<file path="src/rtl/uart_tx_tick.sv">
// Tick-paced UART transmitter: accepts a word on valid/ready, then sends
// start, DATA_BITS data bits LSB first, optional parity and STOP_BITS stop bits.
module uart_tx_tick #(
    parameter int DATA_BITS  = 8,
    parameter int PARITY_EN  = 0,
    parameter int PARITY_ODD = 0,
    parameter int STOP_BITS  = 1
) (
    input  logic                 i_clk,
    input  logic                 i_rst_n,
    input  logic                 i_srst,
    input  logic                 i_tick,
    input  logic                 i_valid,
    input  logic [DATA_BITS-1:0] i_data,
    output logic                 o_ready,
    output logic                 o_tx,
    output logic                 o_busy,
    output logic                 o_done,
    output logic [2:0]           o_state
);

    typedef enum logic [2:0] {
        S_IDLE   = 3'd0,
        S_ARM    = 3'd1,
        S_START  = 3'd2,
        S_DATA   = 3'd3,
        S_PARITY = 3'd4,
        S_STOP   = 3'd5
    } state_t;

    localparam int            CW        = (DATA_BITS > 1) ? $clog2(DATA_BITS) : 1;
    localparam logic [CW-1:0] LAST_BIT  = CW'(DATA_BITS - 1);
    localparam logic          LAST_STOP = (STOP_BITS == 2);
    localparam logic          ODD       = (PARITY_ODD != 0);

    state_t                state;
    logic [DATA_BITS-1:0]  shreg;
    logic [CW-1:0]         bit_cnt;
    logic                  stop_cnt;
    logic                  par;

    // Handshake: a word is taken on any rising edge where i_valid and o_ready
    // are both high; o_ready is high exactly while the FSM sits in IDLE.
    assign o_ready = (state == S_IDLE);
    assign o_state = state;

    always_ff @(posedge i_clk or negedge i_rst_n) begin
        if (!i_rst_n) begin
            state    <= S_IDLE;
            shreg    <= '0;
            bit_cnt  <= '0;
            stop_cnt <= 1'b0;
            par      <= 1'b0;
            o_tx     <= 1'b1;
            o_busy   <= 1'b0;
            o_done   <= 1'b0;
        end else if (i_srst) begin
            state    <= S_IDLE;
            shreg    <= '0;
            bit_cnt  <= '0;
            stop_cnt <= 1'b0;
            par      <= 1'b0;
            o_tx     <= 1'b1;
            o_busy   <= 1'b0;
            o_done   <= 1'b0;
        end else begin
            o_done <= 1'b0;
            case (state)
                // A tick coinciding with acceptance is dropped: ARM waits for the next one.
                S_IDLE: begin
                    if (i_valid) begin
                        shreg    <= i_data;
                        par      <= (^i_data) ^ ODD;
                        bit_cnt  <= '0;
                        stop_cnt <= 1'b0;
                        o_busy   <= 1'b1;
                        state    <= S_ARM;
                    end
                end
                S_ARM: begin
                    if (i_tick) begin
                        o_tx  <= 1'b0;
                        state <= S_START;
                    end
                end
                S_START: begin
                    if (i_tick) begin
                        o_tx  <= shreg[0];
                        shreg <= shreg >> 1;
                        state <= S_DATA;
                    end
                end
                S_DATA: begin
                    if (i_tick) begin
                        if (bit_cnt == LAST_BIT) begin
                            if (PARITY_EN != 0) begin
                                o_tx  <= par;
                                state <= S_PARITY;
                            end else begin
                                o_tx  <= 1'b1;
                                state <= S_STOP;
                            end
                        end else begin
                            bit_cnt <= bit_cnt + 1'b1;
                            o_tx    <= shreg[0];
                            shreg   <= shreg >> 1;
                        end
                    end
                end
                S_PARITY: begin
                    if (i_tick) begin
                        o_tx  <= 1'b1;
                        state <= S_STOP;
                    end
                end
                S_STOP: begin
                    if (i_tick) begin
                        if (stop_cnt == LAST_STOP) begin
                            stop_cnt <= 1'b0;
                            o_busy   <= 1'b0;
                            o_done   <= 1'b1;
                            state    <= S_IDLE;
                        end else begin
                            stop_cnt <= 1'b1;
                        end
                    end
                end
                default: begin
                    o_tx   <= 1'b1;
                    o_busy <= 1'b0;
                    state  <= S_IDLE;
                end
            endcase
        end
    end

endmodule

</file>
<file path="config.mk">
export PLATFORM = sky130hd
export DESIGN_NAME = uart_tx_tick
export DESIGN_NICKNAME = d
export VERILOG_FILES = /design/src/rtl/uart_tx_tick.sv
export SDC_FILE = /design/constraint.sdc
export NUM_CORES = 1
export LEC_CHECK = 0
export CORE_ASPECT_RATIO = 1.25
export CORE_MARGIN = 2
export CORE_UTILIZATION = 40
export DETAILED_ROUTE_END_ITERATION = 10
export PLACE_DENSITY_LB_ADDON = 0.2
export SETUP_SLACK_MARGIN = 0.4
export SYNTH_ARGS = -nofsm -noshare
export SYNTH_HDL_FRONTEND = slang
export SYNTH_SLANG_ARGS = --single-unit
</file>
<file path="constraint.sdc">
create_clock -name i_clk -period 2.42 [get_ports i_clk]
set_clock_uncertainty 0.2 [all_clocks]
set_input_delay 0.242 -clock i_clk [delete_from_list [all_inputs] [get_ports i_clk]]
set_output_delay 0.242 -clock i_clk [all_outputs]
set_load 0.05 [all_outputs]
</file>
---- After elaboration in Yosys (flattened, before gate mapping) ----
Cells that the tools add are included.
Widths: inputs -> output; s select.
storage, ports and cells
  output and inout bits ................... 7
  logic and storage cells ................. 79
  register bits ........................... 18
operators by class
  add/sub/neg operators ................... 1
  equal/unequal tests ..................... 17
  reduce and logical (&&, ||, !) cells .... 12
  muxes and demuxes ....................... 42
operators with widths
  kind                 count
  $mux 8               5
  $mux 3               13
  $ne 3x3->1 const B   9
  $pmux 8 s3           1
  $mux 1               18
  $pmux 3 s6           1
  $reduce_and 5->1     2
  $eq 3x3->1 const B   3
  $reduce_and 4->1     2
  $reduce_and 8->1     1
  $eq 3x2->1 const B   2
  $pmux 3 s2           1
  $reduce_bool 3->1    2
  $pmux 1 s5           1
  $ne 2x1->1 const B   2
  $reduce_bool 4->1    1
  $reduce_or 4->1      1
  $add 3x1->3 const B  1
  $eq 3x1->1 const B   1
  $logic_not 3->1      1
  $pmux 1 s3           1
  $reduce_and 3->1     1
  $pmux 1 s2           1
  $reduce_or 2->1      1

---- Longest topological paths before layout ----
Gate-level depths: netlist of run 1.
  depth in word-level cells ............... 5
  depth in mapped cells ................... 7

---- Worst setup path after synthesis of run 1 ----
Ideal clock, no wire load.
  path kind ............................... register to register
  start point ............................. register state[1] (netlist: o_state[1])
  end point ............................... register shreg[0]
  cell stages (with the launch flop) ...... 6
  arrival time ............................ 1.835 ns
  path slack .............................. 0.260 ns
  path buffers ............................ 1
  required time ........................... 2.095 ns
  cells stage by stage .................... dfrtp_1 or2_2 o32a_1 o21a_1 buf_6 mux2_4
on the way
  word-level cells in the longest chain between the ends .. 3
  elaborated cells on any way between the ends .. 11
  those cells by class .................... 6 x eq/ne; 2 x mux; 3 x reduce/logical
ends and longest elaborated chain
  element                                               line  RTL
  from (decl)                                           36    state_t state;
  from (signal assigned)                                49    state <= S_IDLE;
  from (signal assigned)                                58    state <= S_IDLE;
  from (signal assigned)                                77    state <= S_ARM;
  $eq 3x2->1 or $logic_not 3->1 (tied branches)         68    case (state)
  $ne 3x3->1 (no line) (tied with other cells)          -
  $reduce_and 5->1 (no line) or $mux 8 (tied branches)  -
  to (signal assigned)                                  72    shreg <= i_data;
  to (signal assigned)                                  89    shreg <= shreg >> 1;
  to (signal assigned)                                  106   shreg <= shreg >> 1;
  to (decl)                                             37    logic [DATA_BITS-1:0] shreg;
Several ways; a longest one is shown, not always the timed one.
A chain may end at the register's enable or synchronous reset.

---- Worst setup path after layout of run 1 ----
  start point ............................. register state[0] (netlist: o_state[0])
  end point ............................... register shreg[2]
Same word-level chain as after synthesis.

==> results of run 1 <==
[state kept, by name, indices dropped and copies added (netlist names)]
register / cells
o_done: 1
o_busy: 1
o_tx: 1
shreg: 8
o_state: 3
bit_cnt: 3
[placed cells by master, fill, tap and decap left out, types with 3 or more instances in the layout]
cell type | synthesis | final
clkdlybuf4s50_1 | 0 | 14
dfrtp_2 | 0 | 3
nor2_1 | 10 | 10
dlygate4sd2_1 | 0 | 4
clkbuf_4 | 0 | 3
dfrtp_1 | 16 | 13
buf_4 | 0 | 10
nor2b_1 | 3 | 3
mux2_4 | 8 | 8
nand2_1 | 20 | 20
a21oi_1 | 14 | 14
[final timing paths]
kind / from / to / slack (ns)
worst max-delay path: o_state[0] / shreg[2] / 0.46
worst min-delay path: i_rst_n / shreg[6] / 0.20
worst max register to register: o_state[0] / shreg[2] / 0.46
worst min register to register: shreg[4] / shreg[4] / 0.33
max in group asynchronous: i_rst_n / o_state[1] / 1.30
min in group i_clk: shreg[4] / shreg[4] / 0.33
[area by class of cell]
type                            count  area [um2]
Multi-Input combinational cell     83         559
Sequential cell                    17         430
Fill cell                         257        1120
Clock buffer                        4        26.3
Timing Repair Buffer               29         262
Inverter                            4        15.0
Tap cell                           33        41.3
[cell families (layout without fill, tap and decap cells)]
| kind of cell | after synthesis | in the layout | synth area share, % |
|---|---|---|---|
| AO/OA/AOI/OAI | 26 | 26 | 14.6 |
| adder cells (fa/ha/maj) | 2 | 2 | 2.40 |
| XOR/XNOR | 1 | 1 | 0.840 |
| flip-flops | 17 | 17 | 40.9 |
| buffers and inverters | 12 | 37 | 7.08 |
| multiplexers | 12 | 12 | 15.6 |
| AND/OR/NAND/NOR | 42 | 42 | 18.5 |
[power groups by stage]
stage / combinational, mW / clock (mW) / sequential, mW
finish: 0.257 / 0.151 / 0.339
global route: 0.276 / 0.175 / 0.344
CTS: 0.244 / 0.160 / 0.341
detailed placement: 0.246 / 0 / 0.345
global placement: 0.243 / 0 / 0.346
floorplan: 0.148 / 0 / 0.371
[routing by layer]
metal	up-vias	track usage (%)	share of wire, %
li1	429	-	-
met1	418	18.4	43
met2	19	27.2	50
met3	5	4.37	5.9
met4	0	8.33	1.9
met5	-	0	0
[Yosys cell counts, types with 3 or more instances]
master | instances | area, um2
nor2_1 | 10 | 37.5
mux2_4 | 8 | 120
nand2_1 | 20 | 75.1
buf_6 | 3 | 33.8
nor2b_1 | 3 | 18.8
dfrtp_1 | 16 | 400
a21oi_1 | 14 | 70.1
[critical path: cells and delay by family (launching register included)]
family | cells | cell delay (ns)
compound gates | 2 | 0.46
flops | 1 | 0.48
mux | 1 | 0.30
buf+inv | 1 | 0.15
simple gates | 1 | 0.26
[repair_timing]
item / 4_1_cts / 5_1_grt
gates resized for setup: 8 / 0
pin swaps: 0 / 1
buffers inserted: 0 / 5
hold buffers: 0 / 0
setup endpoints to repair: 12 / 8
==> out/results.tsv, run 1 <==
metric	value	unit
clkLatencyLatePin	0.29	ns
cp_cell_sequence	or2_4 > o32a_1 > o21a_1 > buf_6 > mux2_4	
grt.overflow.total	0	
hp-class	input port to asynchronous set/reset pin	
gp_congestion	0.792	
port_buffers	19	
final_layout_size_suffix_gt1_share	23.4	%
fin_crit	1.96	ns
fin_crit_sh	81.0	%
crit_path_end_kind	flop	
die_area	0.00303	mm2
p_seq_share	45.4	%
fin_area	0.00133	mm2
max_stage_delay	0.48	ns
syn_nets	127	
reg2reg_depth	5	
synth-edff-count	0	
ios	20	
worstPathMaxFanout	10	
status	finished clean	
drt-initial-drc-count	19	
worstMarginPinSlew	0.767	ns
avgSynthCellArea	9.31	um2
hold_viol	0	
p_int	0.505	mW
grt_usage	15.9	%
die_h	61.1	um
seq_area_frac_synth	40.9	%
fin_ws	0.459	ns
synth_ff_type	dfrtp_1	
combPwrFrac	34.4	%
cts_tree	yes	
fin_util	54.4	%
vias	871	
cp_data_arrival_time	1.94	ns
root_buffer	clkbuf_4	
cts_buffer_depth	2	
required	2.40	ns
finalWirelength	2.19	mm
clockPowerShare	20.2	%
fp.coreArea	0.00245	mm2
relSlewSlack	48.7	%
synth_cells	112	
holdWs	0.196	ns
drv_cap	0	
synth_cell_type_count	34	
p_total	0.747	mW
p_switching	0.242	mW
initial_core_util	42.5	%
rows	20	
die_w	49.7	um
synthesis.area	0.00104	mm2
syn2layout_area_growth	28.0	%
final_max_slew_viol_count	0	
vias_per_cell	5.12	
power_density	560	mW/mm2
async_flop_share	100	%
fmax	510	MHz
place_inst	161	
swShare	32.4	%
drc	0	
setup_tns	0	ns
fin_cells	170	
hpwl	1.56	mm
synth-seq-cells	17	
firstDrtPassIters	4	
htreeDepth	1	
grt_pass1_vias	809	
grt_pass1_wl	3.57	mm
start_kind	flop	
crit_type	flop to flop	
place_area	0.00126	mm2
rsz0062_at_grt	no	
antenna_cells	0	
ys_warn_count	0	
fin_nets	153	
wl_per_cell	12.9	um
dpl_worst_slack	0.228	ns
antenna_found_initial	0	
ir_drop	0.334	mV
grt_start_max_net_pins	18	
clkSinkCount	17	
path_clk_slew	0.09	ns
setup_violations	0	
critical_path.slowest_cell	dfrtp_2	
ant_nets	0	
cts_buffers	3	
leakage	0.598	nW
Note: power is estimated with default switching activity, not from simulation.
==> inputs of run 2 (changes only) <==
==> constraint.sdc (replaced) <==
create_clock -name i_clk -period 1.95 [get_ports i_clk]
set_clock_uncertainty 0.2 [all_clocks]
set_input_delay 0.195 -clock i_clk [delete_from_list [all_inputs] [get_ports i_clk]]
set_output_delay 0.195 -clock i_clk [all_outputs]
set_load 0.05 [all_outputs]
==> run 2 against run 1 <==
The flow now finishes with violations (negative setup slack). Routed wire length up 21%. Die area unchanged. First-iteration DRC count down 74%. Largest power group unchanged.
==> out/results.tsv, run 2 (synthesis results as in run 1) <==
metric	value	unit	change
status	finished, violations left		
violations	negative setup slack		
hpwl	1.76	mm	+12%
fin_area	0.00154	mm2	+15%
wl_met1	1.13	mm	+21%
fin_crit	1.98	ns	+0.0167 ns
swShare	33.2	%	+0.82 points
rsz0062_at_grt	yes		
rows	20		unchanged
gp_congestion	0.800		+1.0%
initial_core_util	42.5	%	unchanged
relSlewSlack	81.6	%	+33 points
cp_data_arrival_time	1.97	ns	+0.03 ns
crit_path_end_kind	flop		
ios	20		unchanged
regMostFlops	shreg		
antenna_cells	0		unchanged
cts_buffer_depth	2		unchanged
p_switching	0.339	mW	+40%
p_int	0.684	mW	+35%
cts_buffers	3		unchanged
highest_layer	met4		
setup_violations	8		+8
place_area	0.00138	mm2	+9.9%
cts_tree	yes		
clkSinkCount	17		unchanged
combPwrFrac	39.7	%	+5.3 points
final_max_slew_viol_count	0		unchanged
ant_nets	0		unchanged
die_w	49.7	um	unchanged
vias_per_cell	5.14		+0.26%
fillers	229		-11%
p_seq_share	40.9	%	-4.5 points
route.met2.wl	1.39	mm	+28%
die_h	61.1	um	unchanged
largest_register_ffs	8		unchanged
crit_type	flop to flop		
worstReg2RegStart	bit_cnt[0]		
rrSetupSlack	-0.03	ns	-0.49 ns
drc	0		unchanged
worstPathMaxFanout	8		-2
reg2reg_depth	7		+2
power_density	664	mW/mm2	+19%
start_kind	flop		
htreeDepth	1		unchanged
syn2layout_area_growth	47.8	%	
dpl_worst_slack	-0.186	ns	-0.414 ns
drt-initial-drc-count	5		-14
ir_drop	0.453	mV	+36%
worstMarginPinSlew	0.278	ns	-0.490 ns
clkLatencyLatePin	0.30	ns	about the same
hp-class	input port to asynchronous set/reset pin		
drv_cap	0		unchanged
final_cell_mix	nand2_1 (19), buf_4 (19), dfrtp_1 (13), a21oi_1 (12), clkdlybuf4s50_1 (12)		
leakage	0.710	nW	+19%
vias	940		+7.9%
fp.coreArea	0.00245	mm2	unchanged
fin_nets	166		+8.5%
hold_viol	0		unchanged
antenna_found_initial	0		unchanged
path_clk_slew	0.10	ns	about the same
firstDrtPassIters	4		unchanged
final_layout_size_suffix_gt1_share	41.3	%	+18 points
fmax	506	MHz	-0.84%
grt_pass1_vias	938		+16%
routed-wl-met3	103	um	-20%
fin_ws	-0.0273	ns	-0.487 ns
required	1.94	ns	-0.46 ns
clockPowerShare	19.4	%	-0.8 points
wl_per_cell	14.5	um	+12%
grt_start_max_net_pins	18		unchanged
grt.overflow.total	0		unchanged
die_area	0.00303	mm2	unchanged
p_total	1.02	mW	+37%
holdWs	0.00593	ns	-0.190 ns
fin_util	62.8	%	+8.4 points
r2r-end	shreg[0]		
port_buffers	19		unchanged
grt_usage	19.3	%	+3.4 points
root_buffer	clkbuf_4		
finalWirelength	2.65	mm	+21%
grt_pass1_wl	4.37	mm	+22%
fin_crit_sh	101	%	+20 points
-- run 2: cell type report --
type / instances / area, um2 / area share [%]
multi-input cells: 83 / 626 / 40.6
flip-flops and latches: 17 / 430 / 27.9
repair buffers: 42 / 402 / 26.1
well taps: 33 / 41.3 / 2.68
clock buffers: 4 / 26.3 / 1.71
inverters: 4 / 15.0 / 0.975
-- run 2: repair_timing --
| action | 4_1_cts | 5_1_grt |
|---|---|---|
| hold buffers | 0 | 0 |
| setup endpoints to repair | 19 | 18 |
| buffers inserted | 3 | 2 |
| pin swaps | 7 | 3 |
| gates resized for setup | 22 | 9 |
-- run 2: layer usage --
layer  GRT usage (%)  vias up
li1                -      456
met3            5.10        5
met5               0        -
met2            34.5       15
met4            7.14        0
met1            22.5      464
-- run 2: worst max-delay path, cell delays in order (launching register included) --
cell,delay (ns)
dfrtp_1,0.41
ha_2,0.19
ha_4,0.16
nor2b_2,0.11
o32a_1,0.17
o21a_1,0.18
buf_12,0.14
mux2_4,0.30
-- run 2: worst max-delay path by stage --
stage / startpoint / endpoint / slack, ns
global route: bit_cnt[0] / shreg[4] / -0.08
CTS: bit_cnt[0] / shreg[0] / -0.001
detailed placement: i_srst / shreg[5] / -0.19
finish: bit_cnt[0] / shreg[0] / -0.03
global placement: i_srst / shreg[4] / -0.15
floorplan: o_state[2] / shreg[0] / -0.07
-- run 2: stage by stage --
step | cells | TNS [ns]
final | 183 | -0.163
after global routing | 183 | -0.607
after CTS | 181 | -0.00152
after detailed placement | 174 | -1.50
after global placement | 174 | -1.17
after floorplan | 112 | -0.589
-- run 2: power by group through the flow --
stage | sequential [mW] | clock (mW) | combinational, mW
after floorplan | 0.461 | 0 | 0.190
after global placement | 0.420 | 0 | 0.363
after detailed placement | 0.421 | 0 | 0.369
after CTS | 0.417 | 0.200 | 0.398
after global routing | 0.423 | 0.212 | 0.435
final | 0.418 | 0.198 | 0.406
==> inputs of run 3 (changes only) <==
--- a/config.mk
+++ b/config.mk
@@ -11,6 +11,8 @@
 export DETAILED_ROUTE_END_ITERATION = 10
 export PLACE_DENSITY_LB_ADDON = 0.2
 export SETUP_SLACK_MARGIN = 0.4
+export SKIP_LAST_GASP = 1
+export SLEW_MARGIN = 20
 export SYNTH_ARGS = -nofsm -noshare
 export SYNTH_HDL_FRONTEND = slang
 export SYNTH_SLANG_ARGS = --single-unit
==> run 3 against run 2 <==
The run still ends with negative setup slack left. Register-to-register slack better by 0.02 ns. Core utilization fell by 0.71 points. Count of clock-buffer cells in the layout unchanged. Die area did not move. Largest cell class unchanged. Largest power group unchanged.
==> out/results.tsv, run 3 (synthesis results as in run 1) <==
metric	value	unit	change
status	finished, violations left		
violations	negative setup slack		
antenna_cells	0		unchanged
leakage	0.702	nW	-1.2%
crit_path_end_kind	flop		
initial_core_util	42.5	%	unchanged
grt_pass1_wl	4.29	mm	-1.9%
regMostFlops	shreg		
reg2reg_depth	7		unchanged
finalWirelength	2.50	mm	-6.0%
wl_per_cell	13.7	um	-5.4%
fin_crit	1.96	ns	-0.0223 ns
max_stage_delay	0.41	ns	about the same
grt.overflow.total	0		unchanged
htreeDepth	1		unchanged
fin_nets	165		-0.60%
rsz0062_at_grt	yes		
largest_register_ffs	8		unchanged
hpwl	1.76	mm	unchanged
grt_start_max_net_pins	18		unchanged
die_w	49.7	um	unchanged
die_h	61.1	um	unchanged
worstPathMaxFanout	8		unchanged
vias	914		-2.8%
worstMarginPinSlew	0.278	ns	+0.000226 ns
fin_area	0.00152	mm2	-1.1%
drv_cap	0		unchanged
die_area	0.00303	mm2	unchanged
hp-class	input port to asynchronous set/reset pin		
power_density	670	mW/mm2	+0.82%
root_buffer	clkbuf_4		
ios	20		unchanged
cp_cell_sequence	ha_2 > ha_4 > nor2b_1 > o32a_1 > o21a_1 > buf_12 > mux2_4		
cp_data_arrival_time	1.95	ns	-0.02 ns
final_layout_size_suffix_gt1_share	39.6	%	-1.7 points
hold_viol	0		unchanged
fillers	227		-0.87%
ant_nets	0		unchanged
p_total	1.02	mW	-0.32%
grt_usage	18.8	%	-0.47 points
fin_ws	-0.00502	ns	+0.0223 ns
fp.coreArea	0.00245	mm2	unchanged
firstDrtPassIters	4		unchanged
setup_violations	3		-5
rows	20		unchanged
fin_crit_sh	100	%	-1.1 points
clkLatencyLatePin	0.30	ns	about the same
cts_tree	yes		
multi_input_area	619	um2	-1.0%
syn2layout_area_growth	46.1	%	
drt-initial-drc-count	17		+12
ir_drop	0.448	mV	-1.2%
place_area	0.00138	mm2	unchanged
vias_per_cell	5.02		-2.2%
antenna_found_initial	0		unchanged
cts_buffer_depth	2		unchanged
clkSinkCount	17		unchanged
critical_path.slowest_cell	dfrtp_1		
final_max_slew_viol_count	0		unchanged
path_clk_slew	0.10	ns	about the same
relSlewSlack	81.6	%	about the same
grt_pass1_vias	933		-0.53%
start_kind	flop		
required	1.94	ns	about the same
crit_type	flop to flop		
final_cell_mix	nand2_1 (19), buf_4 (19), dfrtp_1 (13), a21oi_1 (12), clkdlybuf4s50_1 (12)		
ff_latch_area	430	um2	unchanged
port_buffers	19		unchanged
drc	0		unchanged
gp_congestion	0.800		unchanged
cts_buffers	3		unchanged
fmax	512	MHz	+1.1%
==> run 3: worst max-delay path, delay by kind of cell (launching register included) <==
family,cells,cell delay [ns]
flops,1,0.41
mux,1,0.30
fa+ha+maj,2,0.35
buf+inv,1,0.14
simple gates,1,0.12
compound gates,2,0.33
==> run 3: power breakdown <==
part           switching, mW  internal [mW]  leakage [nW]
Sequential            0.0256          0.392         0.218
Clock                  0.117         0.0798        0.0150
Combinational          0.193          0.212         0.468
==> run 3: final cells by class <==
type	count	area share (%)
Sequential cell	17	28.3
Timing Repair Buffer	41	25.6
Inverter	4	0.986
Multi-Input combinational cell	83	40.7
Tap cell	33	2.71
Clock buffer	4	1.73
==> run 3: worst paths after layout <==
kind,start,endpoint,slack [ns]
max,bit_cnt[0],shreg[0],-0.005
min,i_rst_n,shreg[2],0.007
max reg2reg,bit_cnt[0],shreg[0],-0.005
min reg2reg,shreg[2],shreg[2],0.33
max in group asynchronous,i_rst_n,o_tx,1.28
min in group i_clk,shreg[2],shreg[2],0.33
==> run 3: layer usage <==
layer	global-route usage, %	vias to the layer above	wire, um
met4	7.14	0	28
met2	33.1	21	1250
met1	22.2	434	1100
met3	5.10	5	115
li1	-	454	-
met5	0	-	0
==> run 3: stage by stage <==
stage	TNS [ns]	setup slack (ns)	std cells	utilization, %	hold WS [ns]
after CTS	-0.00152	-0.00104	181	60.8	0.0135
final	-0.00560	-0.00502	182	62.1	0.00696
after global placement	-1.17	-0.146	174	56.3	0.301
after floorplan	-0.589	-0.0737	112	-	-0.301
after global routing	-0.576	-0.0776	182	62.1	0.0299
after detailed placement	-1.50	-0.186	174	56.3	0.299
==> run 3: what timing repair did <==
item                       4_1_cts  5_1_grt
resized for setup               21        7
hold buffers                     0        0
buffers inserted                 3        1
pin swaps                        7        3
setup endpoints to repair       19       18
